--- src/rtl/mem_port_arbiter_pkg.sv ---
`default_nettype none
// ============================================================================
// Module      : mem_port_arbiter_pkg
// Description : Shared definitions for the core memory port arbiter: FSM state
//               encoding, owner IDs and the default address/data widths that
//               the fetch and execute stages also use.
// Revision    : 1.0  initial release
// ============================================================================
package mem_port_arbiter_pkg;

  // Default bus widths for the 1 MB core memory.
  localparam int unsigned c_ADDR_W = 20;
  localparam int unsigned c_DATA_W = 32;

  // Arbiter FSM states.
  typedef enum logic [1:0] {
    IDLE  = 2'd0,
    ISSUE = 2'd1,
    WAIT  = 2'd2
  } arb_state_e;

  // Transaction owner IDs.
  localparam logic c_OWN_IF = 1'b0;
  localparam logic c_OWN_D  = 1'b1;

endpackage : mem_port_arbiter_pkg
`default_nettype wire

--- src/rtl/mem_arb_pick.sv ---
`default_nettype none
// ============================================================================
// Module      : mem_arb_pick
// Description : Winner select for the memory port arbiter plus the fetch
//               starvation streak counter. Data wins a collision unless data
//               has already won STARVE_MAX times in a row while fetch waited.
// Ports       : clk, rst_n  - clock, async active-low reset
//               i_if_req    - fetch request
//               i_d_req     - data request
//               i_take      - a grant is issued this cycle (updates streak)
//               o_pick_d    - 1 = data wins, 0 = fetch wins
// Revision    : 1.0  initial release
// ============================================================================
module mem_arb_pick #(
  parameter int unsigned STARVE_MAX = 4
) (
  input  logic clk,
  input  logic rst_n,
  input  logic i_if_req,
  input  logic i_d_req,
  input  logic i_take,
  output logic o_pick_d
);

  localparam logic [3:0] c_STARVE = 4'(STARVE_MAX);

  logic [3:0] r_streak;
  logic       w_pick_d;

  // Fetch alone, or fetch colliding with a saturated streak, wins.
  always_comb begin
    w_pick_d = i_d_req && (!i_if_req || (r_streak != c_STARVE));
  end

  assign o_pick_d = w_pick_d;

  // Streak only counts data grants that actually made fetch wait.
  always_ff @(posedge clk or negedge rst_n) begin
    if (!rst_n) begin
      r_streak <= 4'd0;
    end else if (i_take) begin
      if (w_pick_d && i_if_req) begin
        if (r_streak != c_STARVE) begin
          r_streak <= r_streak + 4'd1;
        end
      end else begin
        r_streak <= 4'd0;
      end
    end
  end

endmodule : mem_arb_pick
`default_nettype wire

--- src/rtl/mem_port_arbiter.sv ---
`default_nettype none
// ============================================================================
// Module      : mem_port_arbiter
// Description : Serialises fetch (read-only) and execute data (load/store)
//               accesses onto the single-ported core memory, one outstanding
//               transaction at a time, with data priority, bounded fetch
//               starvation and a response timeout.
// Ports       : clk, rst_n                      - clock, async active-low reset
//               if_req/if_addr                  - fetch request
//               if_gnt/if_rvalid/if_rdata       - fetch grant and response
//               d_req/d_we/d_addr/d_wdata       - data request
//               d_gnt/d_rvalid/d_rdata          - data grant and response
//               m_req/m_we/m_addr/m_wdata       - memory request
//               m_ready/m_rvalid/m_rdata        - memory handshake/response
//               err                             - timeout abort pulse
// Revision    : 1.0  initial release
// ============================================================================
module mem_port_arbiter
  import mem_port_arbiter_pkg::*;
#(
  parameter int unsigned ADDR_W      = c_ADDR_W,
  parameter int unsigned DATA_W      = c_DATA_W,
  parameter int unsigned STARVE_MAX  = 4,
  parameter int unsigned TIMEOUT_CYC = 255
) (
  input  logic              clk,
  input  logic              rst_n,
  input  logic              if_req,
  input  logic [ADDR_W-1:0] if_addr,
  output logic              if_gnt,
  output logic              if_rvalid,
  output logic [DATA_W-1:0] if_rdata,
  input  logic              d_req,
  input  logic              d_we,
  input  logic [ADDR_W-1:0] d_addr,
  input  logic [DATA_W-1:0] d_wdata,
  output logic              d_gnt,
  output logic              d_rvalid,
  output logic [DATA_W-1:0] d_rdata,
  output logic              m_req,
  output logic              m_we,
  output logic [ADDR_W-1:0] m_addr,
  output logic [DATA_W-1:0] m_wdata,
  input  logic              m_ready,
  input  logic              m_rvalid,
  input  logic [DATA_W-1:0] m_rdata,
  output logic              err
);

  // Timeout fires on the WAIT cycle whose count is the last one allowed.
  localparam logic [7:0] c_TMO_LAST = 8'(TIMEOUT_CYC - 1);

  arb_state_e        r_state;
  logic              r_owner;
  logic              r_we;
  logic [7:0]        r_tmo;

  logic              w_take;
  logic              w_pick_d;
  logic              w_tmo_hit;
  logic              w_done;
  logic [DATA_W-1:0] w_resp_data;

  assign w_take    = (r_state == IDLE) && (if_req || d_req);
  assign w_tmo_hit = (r_state == WAIT) && !m_rvalid && (r_tmo == c_TMO_LAST);
  assign w_done    = (r_state == WAIT) && (m_rvalid || w_tmo_hit);
  // Stores and aborted transactions return zero data.
  assign w_resp_data = (m_rvalid && !r_we) ? m_rdata : '0;

  mem_arb_pick #(
    .STARVE_MAX (STARVE_MAX)
  ) u_pick (
    .clk      (clk),
    .rst_n    (rst_n),
    .i_if_req (if_req),
    .i_d_req  (d_req),
    .i_take   (w_take),
    .o_pick_d (w_pick_d)
  );

  always_ff @(posedge clk or negedge rst_n) begin
    if (!rst_n) begin
      r_state   <= IDLE;
      r_owner   <= c_OWN_IF;
      r_we      <= 1'b0;
      r_tmo     <= 8'd0;
      if_gnt    <= 1'b0;
      if_rvalid <= 1'b0;
      if_rdata  <= '0;
      d_gnt     <= 1'b0;
      d_rvalid  <= 1'b0;
      d_rdata   <= '0;
      m_req     <= 1'b0;
      m_we      <= 1'b0;
      m_addr    <= '0;
      m_wdata   <= '0;
      err       <= 1'b0;
    end else begin
      // Grant, response and error outputs are single-cycle pulses.
      if_gnt    <= 1'b0;
      d_gnt     <= 1'b0;
      if_rvalid <= 1'b0;
      d_rvalid  <= 1'b0;
      err       <= 1'b0;

      case (r_state)
        IDLE: begin
          if (w_take) begin
            r_state <= ISSUE;
            m_req   <= 1'b1;
            if (w_pick_d) begin
              r_owner <= c_OWN_D;
              r_we    <= d_we;
              d_gnt   <= 1'b1;
              m_we    <= d_we;
              m_addr  <= d_addr;
              m_wdata <= d_wdata;
            end else begin
              r_owner <= c_OWN_IF;
              r_we    <= 1'b0;
              if_gnt  <= 1'b1;
              m_we    <= 1'b0;
              m_addr  <= if_addr;
              m_wdata <= '0;
            end
          end
        end

        ISSUE: begin
          if (m_ready) begin
            r_state <= WAIT;
            m_req   <= 1'b0;
            m_we    <= 1'b0;
            r_tmo   <= 8'd0;
          end
        end

        WAIT: begin
          if (w_done) begin
            r_state <= IDLE;
            err     <= w_tmo_hit;
            if (r_owner == c_OWN_D) begin
              d_rvalid <= 1'b1;
              d_rdata  <= w_resp_data;
            end else begin
              if_rvalid <= 1'b1;
              if_rdata  <= w_resp_data;
            end
          end else begin
            r_tmo <= r_tmo + 8'd1;
          end
        end

        default: r_state <= IDLE;
      endcase
    end
  end

endmodule : mem_port_arbiter
`default_nettype wire

--- config.mk ---
export PLATFORM = sky130hd
export DESIGN_NAME = mem_port_arbiter
export DESIGN_NICKNAME = d
export VERILOG_FILES = /design/src/rtl/mem_port_arbiter_pkg.sv /design/src/rtl/mem_arb_pick.sv /design/src/rtl/mem_port_arbiter.sv
export SDC_FILE = /design/constraint.sdc
export NUM_CORES = 1
export LEC_CHECK = 0
export ABC_AREA = 0
export CAP_MARGIN = 20
export CORE_ASPECT_RATIO = 1.75
export CORE_MARGIN = 2
export CORE_UTILIZATION = 38
export DETAILED_ROUTE_END_ITERATION = 10
export HOLD_SLACK_MARGIN = 0.06
export PLACE_DENSITY_LB_ADDON = 0.12
export REMOVE_ABC_BUFFERS = 1
export SYNTH_ARGS = -nofsm -noshare
export SYNTH_HDL_FRONTEND = slang
export SYNTH_SLANG_ARGS = --single-unit
--- constraint.sdc ---
create_clock -name clk -period 1.5 [get_ports clk]
set_input_delay 0.225 -clock clk [delete_from_list [all_inputs] [get_ports clk]]
set_output_delay 0.225 -clock clk [all_outputs]
set_load 0.01 [all_outputs]
# Yosys cells after proc, flatten, opt, wreduce, memory -nomap -nowiden
# Cells that the tools add are included.
# W data, S select, Z words.
[classes]
n_reduce_logical = 23
muxes = 32
eq_ne = 9
addsub = 2
n_bitwise = 1
[ops]
columns = ["operator", "count"]
rows = [
  ["$mux W32", 2],
  ["$mux W20", 1],
  ["$mux W1", 18],
  ["$mux W8", 2],
  ["$pmux W8 S2", 1],
  ["$reduce_and A3 Y1", 5],
  ["$add A8 B1 Y8 const B", 1],
  ["$eq A8 B8 Y1 const B", 1],
  ["$mux W4", 2],
  ["$logic_and A1 B1 Y1", 7],
  ["$mux W2", 3],
  ["$ne A2 B2 Y1 const B", 3],
  ["$pmux W2 S3", 1],
  ["$add A4 B1 Y4 const B", 1],
  ["$ne A2 B1 Y1 const B", 2],
  ["$ne A4 B3 Y1 const B", 1],
  ["$pmux W1 S2", 2],
  ["$reduce_and A2 Y1", 2],
  ["$reduce_bool A2 Y1", 2],
  ["$logic_not A1 Y1", 3],
  ["$logic_or A1 B1 Y1", 3],
  ["$eq A2 B1 Y1 const B", 1],
  ["$eq A2 B2 Y1 const B", 1],
  ["$logic_not A2 Y1", 1],
  ["$not A1 Y1", 1],
]
[totals]
input_bits = 111
output_inout_bits = 123
word_cells = 83
reg_bits = 139

# Longest topological paths before layout
[logic_depth]
ltp_word = 7
depth_mapped = 8
depth_no_buf = 6

# Hierarchy
# Synthesis repeated with hierarchy kept, for this count alone.
[unflattened]
hier_cells = 475
hier_area_um2 = 5634.2
[modules_own_cells]
columns = ["module", "cells_each", "n_inst", "area_each_um2", "seq_area_each_um2"]
rows = [
  ["mem_port_arbiter", 451, 1, 5390.2, 3378.2],
  ["mem_arb_pick", 24, 1, 244.0, 100.1],
]

# Worst setup path before layout
# Ideal clock, no wire load.
[synth_timing]
path_kind = "register -> register"
startpoint = "reg r_tmo[0]"
endpoint = "reg r_tmo[1]"
required_time_ns = 1.375
arrival_time_ns = 1.460
path_buffers = 0
stages_incl_launch_ff = 7
slack_ns = -0.086
setup_time_ns = 0.125
synth_period_minus_slack_ns = 1.586
path_cell_list = "dfrtp_1 > inv_1 > ha_1 > nand3_1 > o211ai_4 > nand2_4 > mux2_4"
[synth_between]
elab_chain_len = 6
word_cells_on_any_way = 9
classes_between = "add/sub: 1; eq/ne: 2; mux: 2; reduce/logical: 4"
[synth_lines]
columns = ["item", "line_no", "rtl"]
rows = [
  ["from (decl)", "mem_port_arbiter.sv:56", "logic [7:0] r_tmo;"],
  ["from (signal assigned)", "mem_port_arbiter.sv:150", "r_tmo <= r_tmo + 8'd1;"],
  ["branches (longest 6 deep; another with $add A8 B1 Y8)", "--", ""],
]
# Parallel ways; which one is timed is not known. The select of a mux whose other input is x is not followed.
# A chain may end at the register's enable or synchronous reset.

# Final worst setup path
[layout_timing]
startpoint = "reg u_pick.r_streak[1]"
endpoint = "reg m_addr[13]"
[layout_between]
elab_chain_len = 4
[layout_lines]
columns = ["item", "line_no", "rtl"]
rows = [
  ["from (decl)", "mem_arb_pick.sv:27", "logic [3:0] r_streak;"],
  ["from (signal assigned)", "mem_arb_pick.sv:44", "r_streak <= r_streak + 4'd1;"],
  ["$ne A4 B3 Y1", "mem_arb_pick.sv:32", "w_pick_d = i_d_req && (!i_if_req || (r_streak != c_STARVE));"],
  ["$logic_or A1 B1 Y1", "mem_arb_pick.sv:32", ""],
  ["$logic_and A1 B1 Y1", "mem_arb_pick.sv:32", ""],
  ["$mux W20", "mem_port_arbiter.sv:111", "if (w_pick_d) begin"],
  ["to (signal assigned)", "mem_port_arbiter.sv:116", "m_addr <= d_addr;"],
  ["to (signal assigned)", "mem_port_arbiter.sv:123", "m_addr <= if_addr;"],
  ["to (decl)", "mem_port_arbiter.sv:42", "output logic [ADDR_W-1:0] m_addr,"],
]
# Every way passes these cells.

==> impl_results.md <==
- Result of the run: complete, but fails checks
- Failing checks: negative setup slack
- Yosys warns: 0
- P_sw: 6.18 mW
- Fmax: 641 MHz
- TritonRoute pass-1 iters: 4
- Synth Register Bits: 139
- Htree depth: 4
- Vias/cell: 5.26
- Root buf cell: clkbuf_16
- Final #Nets: 812
- Die Area: 15,400 um2
- Core area: 14,200 um2
- TritonCTS clock tree: done
- Cells along the critical path: inv_2, ha_4, nand4b_1, nand2_2, buf_4, bufbuf_16, a21oi_1, o2bb2ai_1
- Synthesized cell area: 5480 um2
- Worst setup path class: reg2reg
- Worst Setup End Kind: register
- Final Slew Violations: 0
- Most common cell after layout, fill and taps aside: dfrtp_1
- Layout fillers: 1,165
- Clock Skew: 0.0130 ns
- Grt total ovfl: 0
- Period utilization: 104%
- Final min period: 1.56 ns
- Final Setup Violations: 91
- Seq pwr share: 34.3%
- Slew margin rel.: 74.1%
- Worst-Skew Late Latency: 0.41 ns
- Hpwl dp: 11.2 mm
- Clock Sinks: 139
- WHS: 0.290 ns
- CP required: 1.79 ns
- Peak supply drop: 0.919 mV
- Final hold vios: 0
- CTS max path bufs: 2
- CP startpoint kind: register
- Top cell type by total area after synthesis: dfrtp_1
- First-pass GRT wire length: 25.3 mm
- Die width: 94.8 um
- Final WL: 17.4 mm
- R2r setup slk: -0.06 ns
- Largest net degree at the start of global routing: 59
- Die height: 163 um
- Share of layout cells above drive strength 1: 18.5%
- Part of the power in combinational logic: 41.2%
- Crit-path slowest cell: dfrtp_1
- Remaining antenna violation count: 0
- Cts bufs inserted: 17
- Power Density: 1970 nW/um2
- GR Util All Layers: 21.4%
- DRC errors left: 0
- Worst-Margin Slew: 0.389 ns
- Max cap viols: 0
- Largest stage delay, worst path: 0.37 ns
- Post-DR wirelength/cell: 19.6 um
- Synth area leaders: dfrtp_1 64%, a22o_1 15%, o2bb2ai_1 2.2%
- WP data arrival: 1.85 ns
- CP Max Fanout: 10
- Number of antenna violations at the first check in global routing: 0
- Sw frac: 33.8%
- Most frequent cells in the layout: 139 x dfrtp_1, 123 x dlygate4sd2_1, 109 x clkdlybuf4s50_1
- RR Endpoint: m_addr[13]
- Final setup TNS: -2.72 ns
- GP Congestion: 0.802
- Post-Syn Instances: 412
- Syn Area/Cell: 13.3 um2
- Area grow syn2layout: 69.1%
- Internal: 12.1 mW
- RSZ-0062 raised after global routing: yes
- Reg2reg start: u_pick.r_streak[1]
- Vias in the first global route: 4,914
- Diodes inserted: 0
- Clock share of power: 24.5%
- Leak: 4.46 nW
- Setup ws final: -0.0598 ns
- Total number of vias: 4,677
- Cell depth of the worst flop-to-flop path: 8
- Ports: 234
- Register area share after synthesis: 63.5%
- Initial DRC count: 131
- Worst hold-check path type: in2async
- Netlist cell types: 44
- Core Rows: 58
- Port Buffer Count: 233
- Starting Density: 38.5%
- Yosys top cell area share: 63.5%
- Clock Pin Slew Worst Setup and Hold Paths: 0.07 ns
[how the worst max path moves through the flow]
| stage | startpoint | endpoint | cells after the start |
|---|---|---|---|
| floorplan | u_pick.r_streak[0] | m_wdata[0] | 6 |
| global placement | if_req | m_addr[4] | 6 |
| detailed placement | if_req | m_addr[4] | 6 |
| CTS | u_pick.r_streak[1] | m_addr[7] | 9 |
| global route | u_pick.r_streak[0] | m_addr[11] | 8 |
| finish | u_pick.r_streak[1] | m_addr[13] | 8 |
[synthesized netlist by cell type (all sizes together)]
cell type	number
or3	1
buf	29
nor4b	1
or4	2
o211ai	1
nand4	3
nand2b	2
ha	4
dfrtp	139
a31oi	4
a21oi	19
a41oi	2
o211a	1
and3	1
a21o	2
a22o	96
nor4	2
nor2	20
nand3	12
o21ai	15
mux2i	6
and2b	1
o21bai	1
inv	6
o21a	2
nand4b	1
mux2	1
nand3b	1
nor3	2
clkbuf	1
o2bb2ai	14
o22ai	1
nand2	19
[registers in the layout, indices dropped and copies added (netlist names)]
register         count
r_owner              1
if_rdata            32
m_we                 1
u_pick.r_streak      4
d_rvalid             1
m_req                1
r_state              2
if_rvalid            1
m_wdata             32
d_rdata             32
if_gnt               1
r_tmo                8
err                  1
d_gnt                1
r_we                 1
m_addr              20
[cell type report]
class                      count  area (um2)  area share (%)
clock buffer                  17         425            4.59
clock inverter                15         205            2.22
inverter                       6        22.5           0.243
multi-input combinational    237        1950            21.0
sequential                   139        3480            37.6
tap                          180         225            2.43
timing repair buffer         296        2960            32.0
[power by group through the flow]
stage	registers (mW)	logic, mW	clock network (mW)
3_5_place_dp	6.34	7.94	0
2_1_floorplan	7.04	2.36	0
3_3_place_gp	6.32	7.83	0
5_1_grt	6.45	8.10	4.72
4_1_cts	6.27	7.15	4.55
6_report	6.27	7.52	4.47
[critical path: cells and delay by family (launching register included)]
| kind | cells | cell delay [ns] |
|---|---|---|
| fa+ha+maj | 1 | 0.15 |
| buf+inv | 3 | 0.49 |
| simple gates | 2 | 0.20 |
| compound gates | 2 | 0.22 |
| flops | 1 | 0.37 |
[metal layers]
layer  track usage [%]  vias to the layer above  wire [um]
met1              24.6                     2334       6620
met2              37.5                      185       9380
met4              7.71                        0        356
met3              6.06                       24       1060
li1                  -                     2134          -
met5                 0                        -          0
[stage by stage]
stage          area [um2]  setup WS (ns)  utilization (%)  power (mW)  instances
2_1_floorplan        5280          -1.53                -        9.41        382
3_3_place_gp         8320         -0.193             58.5        14.1        841
3_5_place_dp         8320         -0.251             58.5        14.3        841
4_1_cts              8970        -0.0722             63.0        18.0        881
5_1_grt              9260         -0.148             65.1        19.3        890
6_report             9260        -0.0598             65.1        18.3        890
[logic make-up (layout without fill, tap and decap cells)]
logic type	after synthesis	count (layout)	share of synthesized area, %
compound gates	158	158	23.1
flops	139	139	63.5
simple gates	68	68	7.01
buf+inv	36	334	4.07
mux	7	7	1.37
fa+ha+maj	4	4	0.914
[what timing repair did]
item / 4_1_cts / 5_1_grt
cloned: 2 / 7
buffers inserted: 6 / 2
resized for setup: 139 / 23
hold buffers: 1 / 0
pin swaps: 34 / 30
endpoints found under the setup margin: 249 / 124
endpoints found under the hold margin: 39 / 0
(Power assumes the default switching activity.)
==> patch 1 (same settings) <==
Change the parameter `TIMEOUT_CYC` from 255 to 127.
--- a/src/rtl/mem_port_arbiter.sv
+++ b/src/rtl/mem_port_arbiter.sv
@@ -22,5 +22,5 @@
   parameter int unsigned DATA_W      = c_DATA_W,
   parameter int unsigned STARVE_MAX  = 4,
-  parameter int unsigned TIMEOUT_CYC = 255
+  parameter int unsigned TIMEOUT_CYC = 127
 ) (
   input  logic              clk,
Function: same outputs for any inputs over 4 cycles, from zero or initial values and one cycle with rst_n low; that may be too few to reach the edited logic, so the function may still have changed.
==> patch 1 against the original RTL <==
- the flow still finishes with violations (setup timing)
- wire length grew 4.4%
- area after synthesis rose by 1.1%
- worst setup slack worse by 0.020 ns
- sequential cell count did not move
- die area is 1.0% higher
- total power down 1.7%
- final area rose by 2.0%
- sequential power down 2%
- critical path type unchanged
- largest cell class unchanged
==> patch 1: results (changes against the original RTL) <==
| Metric | Value |
|---|---|
| Clock group | `4.13 mW (-7.6%)` |
| Cells after Synth | `446 (+8.3%)` |
| Clock Tree Buf Depth | `2 (unchanged)` |
| Final setup viols | `106 (+16%)` |
| GPL Wtd Cong | `0.7714 (-3.8%)` |
| Drt wl/cell | `19.92 µm (+1.8%)` |
| Synth area leaders | `dfrtp_1 (63%), a32o_1 (12%), a22o_1 (5.1%)` |
| M3 GR Usage | `7.518% (+1.5 points)` |
| Gr usage total | `22.14% (+0.72 points)` |
| Final worst clock skew | `0.01174 ns (-0.001238 ns)` |
| Worst-path fanout max | `5 (-5)` |
| Status | `complete, but fails checks` |
| Drt pass-1 iters | `6 (+2)` |
| # Post-CTS Setup Buffers | `4 (-2)` |
| Comb pwr share | `42.5% (+1.3 points)` |
| Via Count | `5046 (+7.9%)` |
| First-pass GRT wire length | `26.59 mm (+5.0%)` |
| Clk pwr share | `23.0% (-1.5 points)` |
| CP top delay family | `buffers and inverters` |
| Place WS | `-0.2524 ns (-0.0009680 ns)` |
| Dpl cell area | `8353 µm² (+0.36%)` |
| Max VDD drop | `0.9701 mV (+5.6%)` |
| Leakage power | `4.602 nW (+3.2%)` |
| Worst-margin pin slew | `0.4717 ns (+0.08310 ns)` |
| Synth cell count leaders | `dfrtp_1 (139), a32o_1 (64), nand2_1 (55)` |
| CP arrival | `1.88 ns (+0.03 ns)` |
| Final nets | `835 (+2.8%)` |
| M1 wire length | `6.303 mm (-4.8%)` |
| Largest net degree at the start of global routing | `65 (+10%)` |
| Metal3 WL | `1.500 mm (+42%)` |
| Failing checks | `setup timing` |
| Layout cell share with drive strength beyond 1 | `22.78% (+4.3 points)` |
| Total negative setup slack | `-3.264 ns (-0.5428 ns)` |
| WL met2 | `9.929 mm (+5.9%)` |
| Cts repair resizes | `144 (+3.6%)` |
| Post-synthesis compound-gate area fraction | `20.50% (-2.6 points)` |
| Dpl cells | `862 (+2.5%)` |
| Final worst setup slack | `-0.07993 ns (-0.02012 ns)` |
| Initial drt markers | `240 (+83%)` |
| Net switching power | `6.406 mW (+3.7%)` |
| Max incr delay on CP | `0.39 ns (+0.02 ns)` |
| Hold crit path type | `input pin to asynchronous set/reset pin` |
| Vias in the first global route | `5200 (+5.8%)` |
| Fillers | `1125 (-3.4%)` |
| Mean number of vias per cell | `5.527 (+5.2%)` |
| Post-DP HPWL | `11.91 mm (+6.4%)` |
-- patch 1: layout make-up --
type	count	area, µm²	share of cell area (%)
flip-flops and latches	139	3478	36.81
well taps	180	225.2	2.383
repair buffers	291	2937	31.08
multi-input cells	264	2203	23.32
inverters	7	26.28	0.2781
clock inverters	15	153.9	1.629
clock buffers	17	425.4	4.502
-- patch 1: worst paths after layout --
| kind | startpoint | end | slack, ns | cells after the start |
|---|---|---|---|---|
| worst max-delay path | u_pick.r_streak[1] | m_wdata[26] | -0.08 | 7 |
| min in group clk | d_addr[0] | m_addr[0] | 0.37 | 3 |
| worst max register to register | u_pick.r_streak[1] | m_wdata[26] | -0.08 | 7 |
| worst min-delay path | rst_n | if_rdata[21] | 0.29 | 2 |
| max in group asynchronous | rst_n | if_rdata[7] | 0.65 | 3 |
| worst min register to register | if_rdata[14] | if_rdata[14] | 0.48 | 1 |
==> patch 2 (same flow settings) <==
Made on the original files. Put one more register stage on the output `err`, with the module's reset. The value now appears one clock later. The other outputs are not delayed to match.
--- a/src/rtl/mem_port_arbiter.sv
+++ b/src/rtl/mem_port_arbiter.sv
@@ -51,4 +51,6 @@
   localparam logic [7:0] c_TMO_LAST = 8'(TIMEOUT_CYC - 1);
 
+  logic err_s0;
+
   arb_state_e        r_state;
   logic              r_owner;
@@ -95,5 +97,5 @@
       m_addr    <= '0;
       m_wdata   <= '0;
-      err       <= 1'b0;
+      err_s0    <= 1'b0;
     end else begin
       // Grant, response and error outputs are single-cycle pulses.
@@ -102,5 +104,5 @@
       if_rvalid <= 1'b0;
       d_rvalid  <= 1'b0;
-      err       <= 1'b0;
+      err_s0    <= 1'b0;
 
       case (r_state)
@@ -139,5 +141,5 @@
           if (w_done) begin
             r_state <= IDLE;
-            err     <= w_tmo_hit;
+            err_s0  <= w_tmo_hit;
             if (r_owner == c_OWN_D) begin
               d_rvalid <= 1'b1;
@@ -157,4 +159,12 @@
   end
 
+  always_ff @(posedge clk or negedge rst_n) begin
+    if (!rst_n) begin
+      err <= '0;
+    end else begin
+      err <= err_s0;
+    end
+  end
+
 endmodule : mem_port_arbiter
 `default_nettype wire
Formal check against the unedited RTL: no difference found for any inputs over 4 cycles, from zero or initial values and one cycle with rst_n low; that may be too few to reach the edited logic, so the function may still have changed.
==> patch 2 against the original RTL <==
- area after synthesis is 0.46% higher
- critical endpoint is now d_rdata[3]
- total power is 4.2% higher
- wire length is 8.5% higher
- worst setup slack worse by 0.11 ns
- final area is 4.7% higher
- combinational power is 8.0% higher
- sequential cell count is 1 higher
- maximum frequency is 6.5% lower
- the flow still finishes with violations (setup timing)
==> patch 2: results (changes against the original RTL) <==
| Metric | Value |
|---|---|
| # DRC | `0 (unchanged)` |
| CP top delay family | `buffers and inverters` |
| Worst setup path start | `r_tmo[0]` |
| GPL Wtd Cong | `0.7638 (-4.8%)` |
| Synth Warn # | `0 (unchanged)` |
| Power Total | `19.02 mW (+4.2%)` |
| Clk pwr share | `24.0% (-0.5 points)` |
| Largest net degree at the start of global routing | `60 (+1.7%)` |
| Final worst setup slack | `-0.1684 ns (-0.1086 ns)` |
| Switching Fraction | `33.79% (-0.052 points)` |
| Final worst clock skew | `0.01174 ns (-0.001239 ns)` |
| Most used DFF post-synth | `dfrtp_1` |
| CP arrival | `1.97 ns (+0.12 ns)` |
| # Post-CTS Setup Buffers | `14 (+8)` |
| Worst-path fanout max | `6 (-4)` |
| Via Count | `4861 (+3.9%)` |
| Reg-to-Reg End | `d_rdata[3]` |
| Failing checks | `setup timing` |
| Worst-margin pin slew | `0.3761 ns (-0.01245 ns)` |
| Place WS | `-0.2374 ns (+0.01406 ns)` |
| Status | `complete, but fails checks` |
| Highest Signal Layer | `met4` |
| First-pass GRT wire length | `27.17 mm (+7.3%)` |
| Biggest regs | `d_rdata (32), if_rdata (32), m_wdata (32)` |
| Leakage power | `4.652 nW (+4.3%)` |
| Worst path slowest cell | `dfrtp_1` |
| Drt pass-1 iters | `4 (unchanged)` |
| Drt wl/cell | `20.81 µm (+6.3%)` |
| Cts repair resizes | `160 (+15%)` |
| Max VDD drop | `0.9251 mV (+0.72%)` |
| Port Buf Inserts | `233 (unchanged)` |
| Max incr delay on CP | `0.39 ns (+0.02 ns)` |
| P_comb | `8.12 mW (+8.0%)` |
| Post-DP HPWL | `11.61 mm (+3.7%)` |
| Final setup viols | `128 (+41%)` |
| Met2 usage | `41.75% (+4.3 points)` |
| Layout cell share with drive strength beyond 1 | `22.12% (+3.7 points)` |
| Fraction of registers with async set/reset | `100.0% (unchanged)` |
| WL met2 | `10.50 mm (+12%)` |
| M1 wire length | `6.536 mm (-1.3%)` |
| Final nets | `830 (+2.2%)` |
| Worst-Skew Late Latency | `0.42 ns` |
| Register area share after synthesis | `63.68% (+0.17 points)` |
| Fillers | `1115 (-4.3%)` |
| Metal3 WL | `1.350 mm (+28%)` |
| Vias in the first global route | `5209 (+6.0%)` |
| M3 GR Usage | `6.873% (+0.81 points)` |
| Synth area leaders | `dfrtp_1 (64%), a22o_1 (15%), o2bb2ai_1 (2.2%)` |
| Global routing usage on met1 | `24.42% (-0.17 points)` |
| Clock root buffer | `clkbuf_16` |
| Initial drt markers | `158 (+21%)` |
| CTS H-Tree Depth | `4 (unchanged)` |
| Gr usage total | `23.03% (+1.6 points)` |
| Initial antenna violation count | `0 (unchanged)` |
| Hold-fix buffers, CTS | `1 (unchanged)` |
| Synth cell count leaders | `dfrtp_1 (140), a22o_1 (96), a21oi_1 (19), buf_2 (19), nor2_1 (19)` |
==> patch 2: cell count changes after synthesis, sizes merged <==
cell   unedited run  this run
dfrtp           139       140
==> patch 2: logic make-up (layout without fill, tap and decap cells) <==
group / after synthesis / after routing / share of synthesized area (%)
mux: 7 / 7 / 1.365
fa+ha+maj: 4 / 4 / 0.9097
flops: 140 / 140 / 63.68
simple gates: 68 / 68 / 6.982
buf+inv: 36 / 351 / 4.048
compound gates: 158 / 158 / 23.02
==> patch 2: final cells by class <==
type	instances	area, µm²	share of cell area (%)
sequential	140	3503	36.12
timing repair buffer	313	3252	33.53
multi-input combinational	237	2059	21.23
clock buffer	18	429.2	4.425
tap	180	225.2	2.322
clock inverter	14	207.7	2.141
inverter	6	22.52	0.2322
==> patch 2: stage by stage <==
step	TNS [ns]	cells	area, µm²
after floorplan	-111.47	383	5301
after global placement	-13.11	841	8341
after detailed placement	-15.02	841	8341
after CTS	-4.467	894	9240
after global routing	-22.07	908	9699
final	-12.55	908	9699
==> patch 2: how the worst min path moves through the flow <==
stage | start | to | slack, ns | cells after the start
after global placement | rst_n | if_rdata[6] | 0.05 | 1
after CTS | rst_n | if_rdata[6] | 0.18 | 2
after global routing | rst_n | if_rdata[6] | 0.20 | 2
after floorplan | rst_n | d_gnt | -0.07 | 0
final | rst_n | if_rdata[6] | 0.19 | 2
after detailed placement | rst_n | if_rdata[6] | 0.05 | 1
==> patch 2: worst reg2reg max path: stages, from the launching register on <==
cell and delay, ns:
dfrtp_1 0.39, inv_1 0.08, ha_2 0.19, nand3_4 0.10, nor2_4 0.14, buf_6 0.12, o21bai_4 0.14, clkbuf_16 0.20
a22o_1 0.21
